### config.mk
export PLATFORM = sky130hd
export DESIGN_NAME = syn_io_ctrl
export DESIGN_NICKNAME = d
export VERILOG_FILES = /design/src/rtl/syn_io_ctrl.sv
export SDC_FILE = /design/constraint.sdc
export NUM_CORES = 1
export LEC_CHECK = 0
export CAP_MARGIN = 20
export CORE_MARGIN = 8
export CORE_UTILIZATION = 50
export DETAILED_ROUTE_END_ITERATION = 10
export GPL_ROUTABILITY_DRIVEN = 0
export PLACE_DENSITY_LB_ADDON = 0.3
export SLEW_MARGIN = 5
export SYNTH_ARGS = -nofsm -noshare
export SYNTH_HDL_FRONTEND = slang
export SYNTH_SLANG_ARGS = --single-unit
### constraint.sdc
create_clock -name clk -period 12.6 [get_ports clk]
set_input_delay 1.26 -clock clk [delete_from_list [all_inputs] [get_ports clk]]
set_output_delay 1.26 -clock clk [all_outputs]
set_load 0.005 [all_outputs]
### src/rtl/syn_io_ctrl.sv
`default_nettype none
// ============================================================================
// syn_io_ctrl : client-side synapse I/O controller. Runs start/busy command
//               transactions and buffers tagged results in a FIFO.
//               Optional watchdog: define SYN_IO_TIMEOUT_EN.
// Revision    : 1.0 - initial release
// ============================================================================
module syn_io_ctrl #(
   parameter int DW          = 32,
   parameter int NUM_CH      = 2,
   parameter int NUM_PAT     = 4,
   parameter int PAT_W       = 8,
   parameter int OP_W        = 3,
   parameter int FIFO_DEPTH  = 8,
   parameter int TIMEOUT_CYC = 1024,
   localparam int CH_W       = (NUM_CH > 1) ? $clog2(NUM_CH) : 1,
   localparam int PC_W       = (NUM_PAT > 1) ? $clog2(NUM_PAT) : 1,
   localparam int FW         = $clog2(FIFO_DEPTH) + 1
) (
   input  logic                     clk,
   input  logic                     reset,
   input  logic                     cmd_valid,
   output logic                     cmd_ready,
   input  logic [OP_W-1:0]          cmd_op,
   input  logic [DW-1:0]            cmd_data,
   input  logic [NUM_PAT*PAT_W-1:0] cmd_patterns,
   output logic                     syn_start,
   output logic [OP_W-1:0]          syn_op,
   input  logic                     syn_busy,
   output logic                     c2s_valid,
   output logic [DW-1:0]            c2s_data,
   output logic [NUM_PAT*PAT_W-1:0] c2s_patterns,
   input  logic                     s2c_valid,
   input  logic [DW-1:0]            s2c_data,
   input  logic [CH_W-1:0]          s2c_channel,
   input  logic [PC_W-1:0]          s2c_pat_ctr,
   output logic                     res_valid,
   input  logic                     res_ready,
   output logic [DW-1:0]            res_data,
   output logic [CH_W-1:0]          res_channel,
   output logic [PC_W-1:0]          res_pat,
   output logic [FW-1:0]            fill,
   output logic                     overflow,
   output logic                     err_timeout,
   input  logic                     err_clr
);

   localparam int c_AW = $clog2(FIFO_DEPTH);
   localparam int c_EW = CH_W + PC_W + DW;

   typedef enum logic [1:0] {
      S_IDLE     = 2'd0,
      S_START    = 2'd1,
      S_WAIT_ACK = 2'd2,
      S_RUN      = 2'd3
   } state_t;

   generate
      if (FIFO_DEPTH < 2 || (FIFO_DEPTH & (FIFO_DEPTH - 1)) != 0 || TIMEOUT_CYC < 2) begin : g_param_chk
         $error("syn_io_ctrl: FIFO_DEPTH must be a power of two >= 2 and TIMEOUT_CYC >= 2");
      end
   endgenerate

   state_t                     r_state;
   logic                       r_syn_start;
   logic                       r_c2s_valid;
   logic [OP_W-1:0]            r_syn_op;
   logic [DW-1:0]              r_c2s_data;
   logic [NUM_PAT*PAT_W-1:0]   r_c2s_patterns;
   logic                       r_overflow;
   logic                       r_err_timeout;
   logic                       w_cmd_fire;
   logic                       w_timeout;

   assign cmd_ready    = (r_state == S_IDLE) && !syn_busy;
   assign w_cmd_fire   = cmd_valid && cmd_ready;
   assign syn_start    = r_syn_start;
   assign c2s_valid    = r_c2s_valid;
   assign syn_op       = r_syn_op;
   assign c2s_data     = r_c2s_data;
   assign c2s_patterns = r_c2s_patterns;
   assign overflow     = r_overflow;
   assign err_timeout  = r_err_timeout;

   always_ff @(posedge clk or negedge reset) begin
      if (!reset) begin
         r_state        <= S_IDLE;
         r_syn_start    <= 1'b0;
         r_c2s_valid    <= 1'b0;
         r_syn_op       <= '0;
         r_c2s_data     <= '0;
         r_c2s_patterns <= '0;
      end else begin
         r_syn_start <= 1'b0;
         r_c2s_valid <= 1'b0;
         case (r_state)
            S_IDLE: begin
               if (w_cmd_fire) begin
                  r_syn_op       <= cmd_op;
                  r_c2s_data     <= cmd_data;
                  r_c2s_patterns <= cmd_patterns;
                  r_syn_start    <= 1'b1;
                  r_c2s_valid    <= 1'b1;
                  r_state        <= S_START;
               end
            end
            S_START:    r_state <= S_WAIT_ACK;
            S_WAIT_ACK: begin
               if (w_timeout)     r_state <= S_IDLE;
               else if (syn_busy) r_state <= S_RUN;
            end
            S_RUN: begin
               if (w_timeout || !syn_busy) r_state <= S_IDLE;
            end
            default:    r_state <= S_IDLE;
         endcase
      end
   end

`ifdef SYN_IO_TIMEOUT_EN
   localparam int c_TW = $clog2(TIMEOUT_CYC) + 1;
   logic [c_TW-1:0] r_wd_cnt;

   // START is the only way into WAIT_ACK, so clearing there restarts the count on entry
   always_ff @(posedge clk or negedge reset) begin
      if (!reset)
         r_wd_cnt <= '0;
      else if (r_state == S_START)
         r_wd_cnt <= '0;
      else if ((r_state == S_WAIT_ACK || r_state == S_RUN) && !w_timeout)
         r_wd_cnt <= r_wd_cnt + 1'b1;
   end

   assign w_timeout = (r_state == S_WAIT_ACK || r_state == S_RUN) &&
                      (r_wd_cnt == c_TW'(TIMEOUT_CYC - 1));
`else
   assign w_timeout = 1'b0;
`endif

   // ---------------------------------------------------------------- result FIFO
   logic [c_EW-1:0]  r_mem [FIFO_DEPTH];
   logic [c_AW-1:0]  r_wr_ptr;
   logic [c_AW-1:0]  r_rd_ptr;
   logic [FW-1:0]    r_fill;
   logic [c_EW-1:0]  w_head;
   logic             w_full;
   logic             w_push;
   logic             w_pop;

   assign w_full    = (r_fill == FW'(FIFO_DEPTH));
   assign res_valid = (r_fill != '0);
   assign w_pop     = res_valid && res_ready;
   assign w_push    = s2c_valid && (!w_full || w_pop);
   assign fill      = r_fill;

   // Head is masked while empty so stale storage never reaches the outputs
   assign w_head      = res_valid ? r_mem[r_rd_ptr] : '0;
   assign res_data    = w_head[DW-1:0];
   assign res_pat     = w_head[DW +: PC_W];
   assign res_channel = w_head[DW+PC_W +: CH_W];

   always_ff @(posedge clk) begin
      if (w_push) r_mem[r_wr_ptr] <= {s2c_channel, s2c_pat_ctr, s2c_data};
   end

   always_ff @(posedge clk or negedge reset) begin
      if (!reset) begin
         r_wr_ptr <= '0;
         r_rd_ptr <= '0;
         r_fill   <= '0;
      end else begin
         if (w_push) r_wr_ptr <= r_wr_ptr + 1'b1;
         if (w_pop)  r_rd_ptr <= r_rd_ptr + 1'b1;
         case ({w_push, w_pop})
            2'b10:   r_fill <= r_fill + 1'b1;
            2'b01:   r_fill <= r_fill - 1'b1;
            default: r_fill <= r_fill;
         endcase
      end
   end

   // Sticky flags: a set event in the clear cycle takes priority
   always_ff @(posedge clk or negedge reset) begin
      if (!reset) begin
         r_overflow    <= 1'b0;
         r_err_timeout <= 1'b0;
      end else begin
         if (s2c_valid && !w_push) r_overflow <= 1'b1;
         else if (err_clr)         r_overflow <= 1'b0;
         if (w_timeout)            r_err_timeout <= 1'b1;
         else if (err_clr)         r_err_timeout <= 1'b0;
      end
   end

endmodule
`default_nettype wire

==> out/results.txt, run 1 <==
Net count after synthesis -> 796
Async set-reset flop share out of synthesis -> 22.4%
Starting density of the core -> 50.6%
Syn Area/Cell -> 20.7 um2
Ranking of synthesized cells by area -> sky130_fd_sc_hd__edfxtp_1 60%, sky130_fd_sc_hd__dfrtp_1 14%, sky130_fd_sc_hd__mux4_2 11%, sky130_fd_sc_hd__mux2_2 4.0%, sky130_fd_sc_hd__mux2i_1 2.6%
Cell count after synthesis -> 678
Area added between synthesis and finish -> 27.2%
Critical path fanouts, max -> 41
Antenna Nets Post-Route -> 0
Worst clock skew on the final layout -> 0.0134 ns
Post-CTS setup buffer count -> 0
Ant diodes -> 0
Layout cells sized above 1 -> 22.1%
Internal power -> 3.00 mW
Synthesized cell area -> 0.0140 mm2
Warnings from Yosys -> 0
Standard cell area after detailed placement -> 0.0167 mm2
Worst Path Required -> 11.34 ns
Master cell of the clock root buffer -> sky130_fd_sc_hd__clkbuf_16
CTS H-tree depth -> 2
Net switching fraction of the power -> 28.2%
Source of the worst register-to-register timing path -> fill[1]$_DFFE_PN0P_
Fraction of the cycle the final worst path needs -> 37.8%
Hold Crit Class -> reg -> reg
CP Data Arrival Time -> 3.50 ns
Crit path capture type -> output port
Clk network pwr share -> 24.8%
Startpoint type of the worst setup path -> flip-flop
Share of the synthesized area in the top cell type -> 60.0%
Number of slew-limit violations in the final report -> 0
Total routing resource utilization after global routing -> 18.2%
Die H -> 183 um
Flip-flop cell with the highest count after synthesis -> sky130_fd_sc_hd__edfxtp_1
Power per cell area -> 234 mW/mm2
Average wire per cell in the routed design -> 22.8 um
Congestion Overflow GR -> 0
Number of setup violations in the final report -> 0
Post-synthesis sequential area ratio -> 74.4%
Source of the worst hold timing path -> c2s_data[25]$_DFFE_PN0P_
Worst Path Buf+Inv -> 2
Core Footprint -> 0.0277 mm2
Sequential share of power -> 42.3%
Final wirelength -> 30200 um
Vias in the first global route -> 7912
FP Rows -> 61
Number of buffers created by CTS -> 38
Pin count of the biggest net entering global routing -> 82
Slew at the pin with the worst max-slew slack -> 1.09 ns
Flip-flop and latch count after synthesis -> 361
Top cell family by delay on the critical path -> buffers and inverters
Quantity of hold-fixing buffers added after cts -> 0
Relative contribution of combinational cells to total power -> 32.9%
Net count reported at finish -> 1037
Number of antenna violations at the first check in global routing -> 0
Relative slew margins -> 27.5%
Global-route wire length before repair -> 46700 um
LEAKAGE -> 6.31 nW
Post-Route Utilization -> 64.4%
Most used standard cells in the synthesized netlist -> 280 x sky130_fd_sc_hd__edfxtp_1, 81 x sky130_fd_sc_hd__dfrtp_1, 70 x sky130_fd_sc_hd__mux4_2, 50 x sky130_fd_sc_hd__mux2_2, 42 x sky130_fd_sc_hd__nor2_1
Post-synth EDFFs -> 280
Via count -> 7098
VDD IR max -> 0.144 mV
Maximum clock path buffer count -> 3
Drt initial violations -> 381
Final number of hold-violating endpoints -> 0
Setup repair after global routing missed its margin -> no
Origin of the worst setup path -> r_rd_ptr[0]$_DFFE_PN0N_
Most frequent cell after synthesis -> sky130_fd_sc_hd__edfxtp_1
Top-level port count -> 221
Slowest CP cell -> sky130_fd_sc_hd__dfrtp_4
Vias per Instance -> 5.36
Sw Pwr -> 1.18 mW
FMAX -> 210 MHz
Post_cts resized -> 0
Total negative slack for setup checks -> 0 ns
Worst Slack Setup Final -> 7.84 ns
Post-layout instance area -> 0.0178 mm2
Die ar. -> 0.0337 mm2
Port Buf Inserts -> 219
Clock Pin Slew Worst Setup and Hold Paths -> 0.06 ns
Delay contributed by the slowest stage of the critical path -> 0.95 ns
Cell-by-cell trace of the critical path -> buf_4, mux4_2, mux2i_1, nor2_1, clkdlybuf4s50_1
Horiz. Die Dim -> 183 um
DRC violation count after routing -> 0
Number of search-and-repair iterations in the first detailed-routing pass -> 6
Yosys top cell by area -> sky130_fd_sc_hd__edfxtp_1
Insertion delay to the later sink of the worst-skew pair -> 0.52 ns
Clock tree from TritonCTS -> done
Number of violations of the max-capacitance limit -> 0
Total Power Consumption -> 4.17 mW
Critical setup path kind -> reg -> out
Total number of clock tree sinks -> 361
Period minus WS final -> 4.76 ns
Status -> finished clean
HPWL Detailed -> 18700 um
Pre-CTS setup slack -> 8.27 ns
Netlist cell types -> 41
## flip-flops by register name, summed over array words and instances, names as in the netlist
name,flops
r_wr_ptr,3
c2s_patterns,32
c2s_valid,1
r_state,2
fill,4
r_mem,280
overflow,1
syn_op,3
c2s_data,32
r_rd_ptr,3
## worst paths after layout
path / endpoint / slack, ns / depth (start not counted)
setup / recovery: res_pat[1] / 7.84 / 5
hold / removal: c2s_data[25]$_DFFE_PN0P_ / 0.50 / 1
setup reg to reg: fill[3]$_DFFE_PN0P_ / 9.38 / 10
hold reg to reg: c2s_data[25]$_DFFE_PN0P_ / 0.50 / 1
max in group asynchronous: r_rd_ptr[0]$_DFFE_PN0N_ / 11.33 / 2
min in group asynchronous: c2s_data[11]$_DFFE_PN0P_ / 0.65 / 1
## placed cells by master (no fill, tap or decap), types with 2 or more instances in the layout
| master | synthesis | routed |
|---|---|---|
| sky130_fd_sc_hd__nor2b_1 | 4 | 4 |
| sky130_fd_sc_hd__o21ai_0 | 2 | 2 |
| sky130_fd_sc_hd__dfrtp_1 | 81 | 78 |
| sky130_fd_sc_hd__nor3_2 | 0 | 4 |
| sky130_fd_sc_hd__nor2_4 | 0 | 3 |
| sky130_fd_sc_hd__buf_4 | 11 | 17 |
| sky130_fd_sc_hd__clkbuf_8 | 0 | 2 |
| sky130_fd_sc_hd__inv_6 | 0 | 2 |
| sky130_fd_sc_hd__mux2_1 | 20 | 20 |
| sky130_fd_sc_hd__nand2_2 | 1 | 2 |
| sky130_fd_sc_hd__clkbuf_1 | 7 | 8 |
| sky130_fd_sc_hd__ha_1 | 8 | 8 |
| sky130_fd_sc_hd__clkinv_2 | 0 | 7 |
| sky130_fd_sc_hd__nor3_1 | 6 | 2 |
| sky130_fd_sc_hd__nand2b_1 | 2 | 2 |
| sky130_fd_sc_hd__clkinv_1 | 0 | 7 |
| sky130_fd_sc_hd__xnor2_1 | 5 | 5 |
| sky130_fd_sc_hd__xor2_1 | 2 | 2 |
| sky130_fd_sc_hd__clkdlybuf4s50_1 | 0 | 218 |
| sky130_fd_sc_hd__nand2_1 | 7 | 6 |
| sky130_fd_sc_hd__mux2i_1 | 37 | 37 |
| sky130_fd_sc_hd__inv_1 | 6 | 6 |
| sky130_fd_sc_hd__nor2_1 | 42 | 39 |
| sky130_fd_sc_hd__edfxtp_1 | 280 | 280 |
| sky130_fd_sc_hd__nand3_1 | 2 | 2 |
| sky130_fd_sc_hd__mux2_2 | 50 | 50 |
| sky130_fd_sc_hd__mux4_2 | 70 | 70 |
| sky130_fd_sc_hd__clkbuf_16 | 0 | 39 |
| sky130_fd_sc_hd__dfrtp_4 | 0 | 2 |
## metal layers
| layer | vias up | wire length (um) | global-route usage (%) |
|---|---|---|---|
| met5 | - | 0 | 0 |
| met4 | 0 | 408 | 4.07 |
| met3 | 38 | 3490 | 8.24 |
| met2 | 294 | 14300 | 29.4 |
| met1 | 3603 | 12000 | 22.4 |
| li1 | 3163 | - | - |
## kinds of logic after synthesis
| group | synth area share (%) |
|---|---|
| xor+xnor | 0.437 |
| simple gates | 2.25 |
| flops | 74.4 |
| buf+inv | 1.70 |
| mux | 19.6 |
| other cells | 0.0267 |
| fa+ha+maj | 0.857 |
| compound gates | 0.687 |
## per-stage QoR
stage,cells,hold slack [ns]
after floorplan,678,0.489
after global placement,1256,0.474
after detailed placement,1256,0.484
after CTS,1324,0.502
after global routing,1325,0.511
final,1325,0.496
## power groups by stage
stage               clock network (mW)  logic, mW  registers [mW]
global placement                     0       1.39            1.78
finish                            1.04       1.37            1.77
floorplan                            0      0.773            1.68
global route                      1.10       1.49            1.80
CTS                               1.06       1.41            1.77
detailed placement                   0       1.40            1.79
## final cells by class
cell class,instances,area [um2]
clock inverter,19,125
sequential,361,10400
inverter,7,26.3
fill,1897,9870
timing repair buffer,236,2340
multi-input combinational,275,3400
clock buffer,49,1030
tap,378,473
Power figures use the tool's default switching activity.
==> run 2: changes to the inputs <==
CORE_UTILIZATION = 48   (was 50)
clock period = 3.87 ns   (was 12.6 ns; I/O delays follow)
==> run 2 against run 1 <==
Compared with the run above:
- die area increased by 3.8%
- global-route usage decreased by 1.1 points
- hold slack got worse by 0.052 ns
- setup slack got worse by 7.2 ns
- register-to-register slack got worse by 8.3 ns
- largest power group unchanged
==> out/results.txt, run 2 (synthesis gave the netlist of run 1 again) <==
Relative slew margins -> 39.6% (+12 points)
Insertion delay to the later sink of the worst-skew pair -> 0.52 ns (about the same)
Post-layout instance area -> 0.0180 mm2 (+1.1%)
Ant diodes -> 0 (unchanged)
Global-route wire length before repair -> 46900 um (+0.61%)
Post_cts resized -> 0 (unchanged)
Hold Crit Class -> in -> reg
LEAKAGE -> 6.40 nW (+1.5%)
Power per cell area -> 765 mW/mm2 (+230%)
Number of setup violations in the final report -> 0 (unchanged)
Total negative slack for setup checks -> 0 ns (unchanged)
End of the worst register-to-register path -> fill[3]$_DFFE_PN0P_
Number of violations of the max-capacitance limit -> 0 (unchanged)
CP Data Arrival Time -> 2.89 ns (-0.61 ns)
Worst Path Required -> 3.48 ns (-7.86 ns)
HPWL Detailed -> 19400 um (+3.9%)
Pin count of the biggest net entering global routing -> 64 (-22%)
Vias in the first global route -> 7947 (+0.44%)
Source of the worst hold timing path -> err_clr
Via count -> 7040 (-0.82%)
Slew at the pin with the worst max-slew slack -> 0.907 ns (-0.181 ns)
Register name with the most flops -> r_mem
Internal reg-to-reg setup slack -> 1.12 ns (-8.26 ns)
Period minus WS final -> 3.28 ns
Antenna Nets Post-Route -> 0 (unchanged)
Number of antenna violations at the first check in global routing -> 0 (unchanged)
Top library cells by usage in the layout, fill and taps aside -> 280 x sky130_fd_sc_hd__edfxtp_1, 218 x sky130_fd_sc_hd__clkdlybuf4s50_1, 78 x sky130_fd_sc_hd__dfrtp_1
Critical setup path kind -> reg -> out
Post-Route Utilization -> 62.8% (-1.6 points)
Total number of clock tree sinks -> 361 (unchanged)
Drt initial violations -> 285 (-25%)
Fill cell instance count of the final layout -> 2048 (+8.0%)
Core Footprint -> 0.0287 mm2 (+3.6%)
Final wirelength -> 29600 um (-1.8%)
Crit path capture type -> output port
Status -> finished clean
Clock Pin Slew Worst Setup and Hold Paths -> 0.06 ns (about the same)
Worst hold margin -> 0.444 ns (-0.0515 ns)
Starting density of the core -> 48.8% (-1.8 points)
Area added between synthesis and finish -> 28.6%
Source of the worst register-to-register timing path -> fill[1]$_DFFE_PN0P_
R2R cell count -> 10 (unchanged)
Worst clock skew on the final layout -> 0.0133 ns (-0.000114 ns)
Maximum clock path buffer count -> 3 (unchanged)
Fraction of the cycle the final worst path needs -> 84.6%
Vias per Instance -> 5.25 (-2.1%)
Net count reported at finish -> 1048 (+1.1%)
Origin of the worst setup path -> r_rd_ptr[0]$_DFFE_PN0N_
Total routing resource utilization after global routing -> 17.1% (-1.1 points)
Leading cell type in the layout, fill and taps excluded -> sky130_fd_sc_hd__edfxtp_1
Horiz. Die Dim -> 187 um (+1.9%)
Layout cells sized above 1 -> 23.2% (+1.1 points)
FP Rows -> 62 (+1.6%)
Setup repair after global routing missed its margin -> no
Clock tree from TritonCTS -> done
Standard cell area after detailed placement -> 0.0168 mm2 (+0.93%)
DRC violation count after routing -> 0 (unchanged)
Post-CTS setup buffer count -> 0 (unchanged)
Congestion Overflow GR -> 0 (unchanged)
Die H -> 187 um (+1.9%)
Top-level port count -> 221 (unchanged)
FMAX -> 305 MHz
Final number of hold-violating endpoints -> 0 (unchanged)
Critical path fanouts, max -> 21 (-49%)
Startpoint type of the worst setup path -> flip-flop
Master cell of the clock root buffer -> sky130_fd_sc_hd__clkbuf_16
Port Buf Inserts -> 219 (unchanged)
Number of buffers created by CTS -> 38 (unchanged)
Die ar. -> 0.0349 mm2 (+3.8%)
Average wire per cell in the routed design -> 22.1 um (-3.0%)
Number of slew-limit violations in the final report -> 0 (unchanged)
Endpoint of the most critical setup path -> res_data[29]
Max reg flops -> 280 (unchanged)
Number of search-and-repair iterations in the first detailed-routing pass -> 4 (-2)
CTS H-tree depth -> 2 (unchanged)
VDD IR max -> 0.431 mV (+200%)
[run 2: worst min-delay path by stage]
stage	endpoint	slack, ns	cells after the start
floorplan	c2s_data[0]$_DFFE_PN0P_	0.09	0
global placement	c2s_data[13]$_DFFE_PN0P_	0.47	1
detailed placement	c2s_data[15]$_DFFE_PN0P_	0.48	1
CTS	overflow$_DFFE_PN0P_	0.43	2
global route	c2s_data[22]$_DFFE_PN0P_	0.45	2
finish	overflow$_DFFE_PN0P_	0.44	2
[run 2: layout make-up]
type | count | area (um2) | area share, %
Clock buffer | 47 | 985 | 5.46
Clock inverter | 21 | 226 | 1.26
Inverter | 7 | 26.3 | 0.146
Multi-Input combinational cell | 275 | 3410 | 18.9
Sequential cell | 361 | 10400 | 57.9
Tap cell | 384 | 480 | 2.67
Timing Repair Buffer | 247 | 2450 | 13.6
[run 2: through the flow]
stage	worst slack, ns	instances	total power [mW]
after floorplan	0.116	678	7.99
after CTS	0.488	1342	14.0
after global routing	0.361	1342	14.6
after global placement	0.817	1273	10.4
after detailed placement	0.787	1273	10.5
final	0.595	1342	13.8
[run 2: worst max-delay path, cell delays in order (launching register included)]
cell and delay, ns:
sky130_fd_sc_hd__dfrtp_4 0.70, sky130_fd_sc_hd__buf_4 0.40, sky130_fd_sc_hd__mux4_2 0.56, sky130_fd_sc_hd__mux2i_1 0.18, sky130_fd_sc_hd__nor2_1 0.06, sky130_fd_sc_hd__clkdlybuf4s50_1 0.46
[run 2: per-layer routing]
metal | GRT usage (%) | vias to the layer above | share of wire, %
li1 | - | 3179 | -
met1 | 20.7 | 3564 | 39
met2 | 28.2 | 264 | 49
met3 | 7.38 | 33 | 11
met4 | 3.67 | 0 | 1.5
met5 | 0 | - | 0
[run 2: repair_timing]
action | 4_1_cts | 5_1_grt
hold buffers | 1 | 0
setup endpoints to repair | 0 | 0
hold endpoints to repair | 44 | 0
[run 2: power breakdown]
group	internal (mW)	switching, mW	leakage, nW
Clock	2.09	1.43	0.596
Sequential	5.06	0.584	3.51
Combinational	2.82	1.82	2.30
